## src/rtl/dl_agc_gain_ramp_ctrl.sv

```systemverilog
// Per-antenna gain scheduler for the downlink TDL AGC: captures dB-index targets on the
// frame head and walks the applied gains toward them in bounded, evenly spaced steps.
module dl_agc_gain_ramp_ctrl #(
  parameter int unsigned XNUM       = 8,
  parameter int unsigned RAMP_DIV   = 4,
  parameter int unsigned STEP       = 2,
  parameter logic [7:0]  RESET_GAIN = 8'd0
) (
  input  logic        clk_245,
  input  logic        asy_rst,
  input  logic        i_fram_hd,
  input  logic        i_ramp_en,
  input  logic [31:0] i_gain_tgt0,
  input  logic [31:0] i_gain_tgt1,
  input  logic [31:0] i_gain_tgt2,
  input  logic [31:0] i_gain_tgt3,
  input  logic [31:0] i_gain_tgt4,
  input  logic [31:0] i_gain_tgt5,
  input  logic [31:0] i_gain_tgt6,
  input  logic [31:0] i_gain_tgt7,
  output logic [31:0] o_lte_duc_gain0,
  output logic [31:0] o_lte_duc_gain1,
  output logic [31:0] o_lte_duc_gain2,
  output logic [31:0] o_lte_duc_gain3,
  output logic [31:0] o_lte_duc_gain4,
  output logic [31:0] o_lte_duc_gain5,
  output logic [31:0] o_lte_duc_gain6,
  output logic [31:0] o_lte_duc_gain7,
  output logic        o_busy,
  output logic        o_upd_done
);

  typedef enum logic [1:0] {
    IDLE = 2'd0,
    RAMP = 2'd1,
    DONE = 2'd2
  } state_t;

  localparam logic [15:0] DIV_LAST = 16'(RAMP_DIV - 1);
  localparam logic [8:0]  STEP9    = 9'(STEP);
  localparam logic [7:0]  STEP8    = 8'(STEP);

  state_t      state;
  state_t      state_nxt;
  logic [7:0]  cur      [XNUM];
  logic [7:0]  tgt      [XNUM];
  logic [7:0]  tgt_in   [XNUM];
  logic [7:0]  cur_step [XNUM];
  logic [8:0]  up_diff  [XNUM];
  logic [8:0]  dn_diff  [XNUM];
  logic [15:0] div_cnt;
  logic        all_in_eq;
  logic        all_step_eq;
  logic        load_tgt;
  logic        load_now;
  logic        do_step;
  logic        div_clr;
  logic        unused_tgt_hi;

  // Only the low byte of each path register carries the dB index.
  assign tgt_in[0] = i_gain_tgt0[7:0];
  assign tgt_in[1] = i_gain_tgt1[7:0];
  assign tgt_in[2] = i_gain_tgt2[7:0];
  assign tgt_in[3] = i_gain_tgt3[7:0];
  assign tgt_in[4] = i_gain_tgt4[7:0];
  assign tgt_in[5] = i_gain_tgt5[7:0];
  assign tgt_in[6] = i_gain_tgt6[7:0];
  assign tgt_in[7] = i_gain_tgt7[7:0];
  assign unused_tgt_hi = ^{i_gain_tgt0[31:8], i_gain_tgt1[31:8], i_gain_tgt2[31:8],
                           i_gain_tgt3[31:8], i_gain_tgt4[31:8], i_gain_tgt5[31:8],
                           i_gain_tgt6[31:8], i_gain_tgt7[31:8]};

  // Candidate next gains: move by STEP, clamped to the remaining distance so nothing wraps.
  always_comb begin
    all_in_eq   = 1'b1;
    all_step_eq = 1'b1;
    for (int k = 0; k < XNUM; k++) begin
      up_diff[k] = {1'b0, tgt[k]} - {1'b0, cur[k]};
      dn_diff[k] = {1'b0, cur[k]} - {1'b0, tgt[k]};
      if (cur[k] < tgt[k]) begin
        cur_step[k] = cur[k] + ((up_diff[k] < STEP9) ? up_diff[k][7:0] : STEP8);
      end else if (cur[k] > tgt[k]) begin
        cur_step[k] = cur[k] - ((dn_diff[k] < STEP9) ? dn_diff[k][7:0] : STEP8);
      end else begin
        cur_step[k] = cur[k];
      end
      if (cur_step[k] != tgt[k]) begin
        all_step_eq = 1'b0;
      end else begin
        all_step_eq = all_step_eq;
      end
      if (tgt_in[k] != cur[k]) begin
        all_in_eq = 1'b0;
      end else begin
        all_in_eq = all_in_eq;
      end
    end
  end

  // Next-state decode; a frame head takes priority over a pending step in every state.
  always_comb begin
    state_nxt = state;
    load_tgt  = 1'b0;
    load_now  = 1'b0;
    do_step   = 1'b0;
    div_clr   = 1'b0;
    if (i_fram_hd) begin
      load_tgt = 1'b1;
      div_clr  = 1'b1;
      if (!i_ramp_en) begin
        load_now  = 1'b1;
        state_nxt = DONE;
      end else if (all_in_eq) begin
        state_nxt = DONE;
      end else begin
        state_nxt = RAMP;
      end
    end else begin
      case (state)
        RAMP: begin
          if (div_cnt == DIV_LAST) begin
            do_step   = 1'b1;
            state_nxt = all_step_eq ? DONE : RAMP;
          end else begin
            state_nxt = RAMP;
          end
        end
        default: state_nxt = IDLE;
      endcase
    end
  end

  // State register.
  always_ff @(posedge clk_245) begin
    if (asy_rst) begin
      state <= IDLE;
    end else begin
      state <= state_nxt;
    end
  end

  // Gain, target and step-divider registers.
  always_ff @(posedge clk_245) begin
    if (asy_rst) begin
      for (int k = 0; k < XNUM; k++) begin
        cur[k] <= RESET_GAIN;
        tgt[k] <= RESET_GAIN;
      end
      div_cnt <= 16'd0;
    end else begin
      for (int k = 0; k < XNUM; k++) begin
        if (load_tgt) begin
          tgt[k] <= tgt_in[k];
        end
        if (load_now) begin
          cur[k] <= tgt_in[k];
        end else if (do_step) begin
          cur[k] <= cur_step[k];
        end
      end
      if (div_clr || (state != RAMP) || (div_cnt == DIV_LAST)) begin
        div_cnt <= 16'd0;
      end else begin
        div_cnt <= div_cnt + 16'd1;
      end
    end
  end

  assign o_busy     = (state == RAMP);
  assign o_upd_done = (state == DONE);

  assign o_lte_duc_gain0 = {24'd0, cur[0]};
  assign o_lte_duc_gain1 = {24'd0, cur[1]};
  assign o_lte_duc_gain2 = {24'd0, cur[2]};
  assign o_lte_duc_gain3 = {24'd0, cur[3]};
  assign o_lte_duc_gain4 = {24'd0, cur[4]};
  assign o_lte_duc_gain5 = {24'd0, cur[5]};
  assign o_lte_duc_gain6 = {24'd0, cur[6]};
  assign o_lte_duc_gain7 = {24'd0, cur[7]};

endmodule
```

## config.mk

```make
export PLATFORM = sky130hd
export DESIGN_NAME = dl_agc_gain_ramp_ctrl
export DESIGN_NICKNAME = d
export VERILOG_FILES = /design/src/rtl/dl_agc_gain_ramp_ctrl.sv
export SDC_FILE = /design/constraint.sdc
export NUM_CORES = 1
export LEC_CHECK = 0
export ABC_AREA = 1
export BUFFER_PORTS_ARGS = -buffer_cell sky130_fd_sc_hd__buf_2
export CORE_MARGIN = 8
export CORE_UTILIZATION = 55
export DETAILED_ROUTE_END_ITERATION = 12
export PLACE_DENSITY_LB_ADDON = 0.25
export SETUP_SLACK_MARGIN = 0.02
export SKIP_CTS_REPAIR_TIMING = 1
export SLEW_MARGIN = 20
export SYNTH_ARGS = -nofsm -noshare
export SYNTH_HDL_FRONTEND = slang
export SYNTH_SLANG_ARGS = --single-unit
```

## constraint.sdc

```tcl
create_clock -name clk_245 -period 6.2 [get_ports clk_245]
set_clock_uncertainty 0.1 [all_clocks]
set_input_delay 0.62 -clock clk_245 [delete_from_list [all_inputs] [get_ports clk_245]]
set_output_delay 0.62 -clock clk_245 [all_outputs]
set_load 0.05 [all_outputs]
```

==> out/results.txt <==
Die area - 47600 sq um
R2r setup slk - 820 ps
Worst relative slew slack - 27.2%
Main area contributors after synthesis - nand2_1 (18%), edfxtp_1 (17%), ha_1 (13%)
P per Cell Area - 220 nW/um^2
Most frequent cells after synthesis - nand2_1 (1068), inv_1 (562), nand3_1 (335)
Vert. Die Dim - 218 um
Drt drc - 0
Reg2reg end - state[0]$_SDFF_PP0_
Placement Cell Area - 23200 sq um
Clk_lat worst skew - 460 ps
FILL cells - 4148
Reg-to-reg startpoint - cur[1][9]$_DFFE_PP_
Slowest-stage cell, CP - edfxtp_1
Post-synth top area share - 17.8%
Mapped Area - 22500 sq um
Register area share after synthesis - 18.7%
TritonRoute pass-1 iters - 6
Main combinational cell family by area after synthesis - simple AND/OR/NAND/NOR gates
Placed insts - 4247
CP Data Arrival Time - 5630 ps
Post-synthesis mux area share - 0%
Post-Synth Simple-Gate Area - 36.2%
Fraction of layout cells with a size suffix above 1 - 7.53%
Sink Count - 146
Final TNS setup - 0 ps
Fin worst setup slack - 820 ps
GRT overflow - 0
Post-route ant nets - 0
Required @ worst endpoint - 6450 ps
WHS Path Cells - 1
GP Congestion - 0.979
Synth Flop Type - edfxtp_1
Max VDD drop - 0.000217 V
Multi-input gate area - 15500 sq um
Synth Area in XOR/XNOR - 3.27%
Syn. warnings - 0
H-Tree Depth - 4
Largest net degree at the start of global routing - 65
Global-route wire length before repair - 104000 um
CTS Buffer Depth - 2
Static Leak - 0.0133 uW
Area grow syn2layout - 5.66%
Hold_ws - 356 ps
Via count - 22200
CP Launch Point - cur[1][9]$_DFFE_PP_
Slowest stage delay, CP - 550 ps
IO Port Bufs - 133
CTS tree - done
RSZ-0062 raised after global routing - false
Dpl hpwl - 53700 um
Final hold vios - 0
Vias in the first global route - 20600
FMAX - 186 MHz
CP Class - flop to flop
Core area - 40600 sq um
Initial Util - 55.4%
Worst hold endpoint - div_cnt[0]$_SDFF_PP0_
Area leader, netlist - nand2_1
Die Span X - 218 um
Synth unique cells - 54
Root Driver - clkbuf_16
Tightest Pin Transition - 1090 ps
Status - finished, final reports clean
Hold Path Class - flop to flop
Synth Instances - 3542
Drt initial violations - 1579
Crit path launch type - flop
Synth Area per Inst - 6.35 sq um
Final min period - 5380 ps
Rows - 74
Clk slew on worst S/H paths - 70 ps
Max-Cap Viols - 0
Final Instance Area - 23800 sq um
Synthesized flop and latch total - 146
I/O pin count - 518
Area share of fa/ha/maj cells after synthesis - 15.5%
Final Instance Count excl. Fillers - 4282
Final wirelength - 66700 um
WL/cell - 15.6 um
Nets@finish - 4253
Period utilization - 86.8%
Num CTS Buffers - 17
Kind of end point of the critical path - flop
Most common cell in the netlist - nand2_1
Dpl ws - 886 ps
Final setup fails - 0
Ys async rst share - 0%
Worst R2R Path Depth - 30
Compound-Gate Fraction of Synth Area - 9.11%
Max-slew violations - 0
CP most frequent cell - nand2_1
Sequential Area - 4200 sq um
Number of flops mapped to enable cells by yosys - 128
Initial antenna violation count - 5
Vias/cell - 5.19
Critical Path Fanout Max - 7
GRT Util Overall - 27.1%
Min-delay src - div_cnt[0]$_SDFF_PP0_
-- where the power goes --
group	total, uW	switching [uW]	leakage (uW)	internal (uW)
logic	2900	2050	0.0116	846
registers	1280	130	0.00146	1150
clock network	1030	443	0.000266	590
-- cell type report --
type | instances | area share [%]
Clock buffer | 22 | 1.87
Timing Repair Buffer | 139 | 2.99
Multi-Input combinational cell | 2853 | 65.0
Inverter | 577 | 9.11
Sequential cell | 146 | 17.7
Antenna cell | 3 | 0.0316
Tap cell | 532 | 2.80
Clock inverter | 10 | 0.468
-- logic make-up after synthesis --
| family | after synthesis |
|---|---|
| AO/OA/AOI/OAI | 365 |
| XOR/XNOR | 84 |
| adder cells (fa/ha/maj) | 259 |
| buffers and inverters | 813 |
| flip-flops | 146 |
| other | 2 |
| AND/OR/NAND/NOR | 1873 |
-- metrics by stage --
stage | total power (uW) | utilization [%]
3_3_place_gp | 4130 | 57.1
6_report | 5220 | 58.5
5_1_grt | 5610 | 58.5
2_1_floorplan | 3600 | -
3_5_place_dp | 4150 | 57.1
4_1_cts | 5190 | 58.5
-- state kept, by name, summed over array words and instances, names as in the netlist --
signal and flops:
tgt 64, cur 64, div_cnt 16, state 2
-- per-layer routing --
layer	vias to the layer above	GRT usage, %	wire, um
li1	11300	-	-
met1	9977	36.0	29500
met2	768	43.8	29500
met3	117	4.88	5420
met4	4	9.65	2260
met5	-	0	27
-- cell usage in the layout, fill, tap and decap left out, drive strengths merged, types with 35 or more instances in the layout --
master / instances
a21oi: 179
buf: 139
conb: 272
edfxtp: 128
ha: 227
inv: 578
nand2: 1088
nand3: 354
nand4: 70
nor2: 277
o21ai: 93
xnor2: 35
xor2: 49
-- how the worst max path moves through the flow --
stage	endpoint	slack, ps	cells after the start
global placement	state[0]$_SDFF_PP0_	970	30
CTS	state[0]$_SDFF_PP0_	860	30
floorplan	state[0]$_SDFF_PP0_	1340	30
detailed placement	state[0]$_SDFF_PP0_	890	30
global route	state[0]$_SDFF_PP0_	140	30
finish	state[0]$_SDFF_PP0_	820	30
-- worst max-delay path: cells and delay by family, from the launching register on --
family,cells,cell delay [ps]
AO/OA/AOI/OAI,7,1670
XOR/XNOR,1,170
adder cells (fa/ha/maj),3,910
buffers and inverters,2,300
flip-flops,1,550
AND/OR/NAND/NOR,17,1540
No activity file was read; power rests on OpenSTA's default activity.
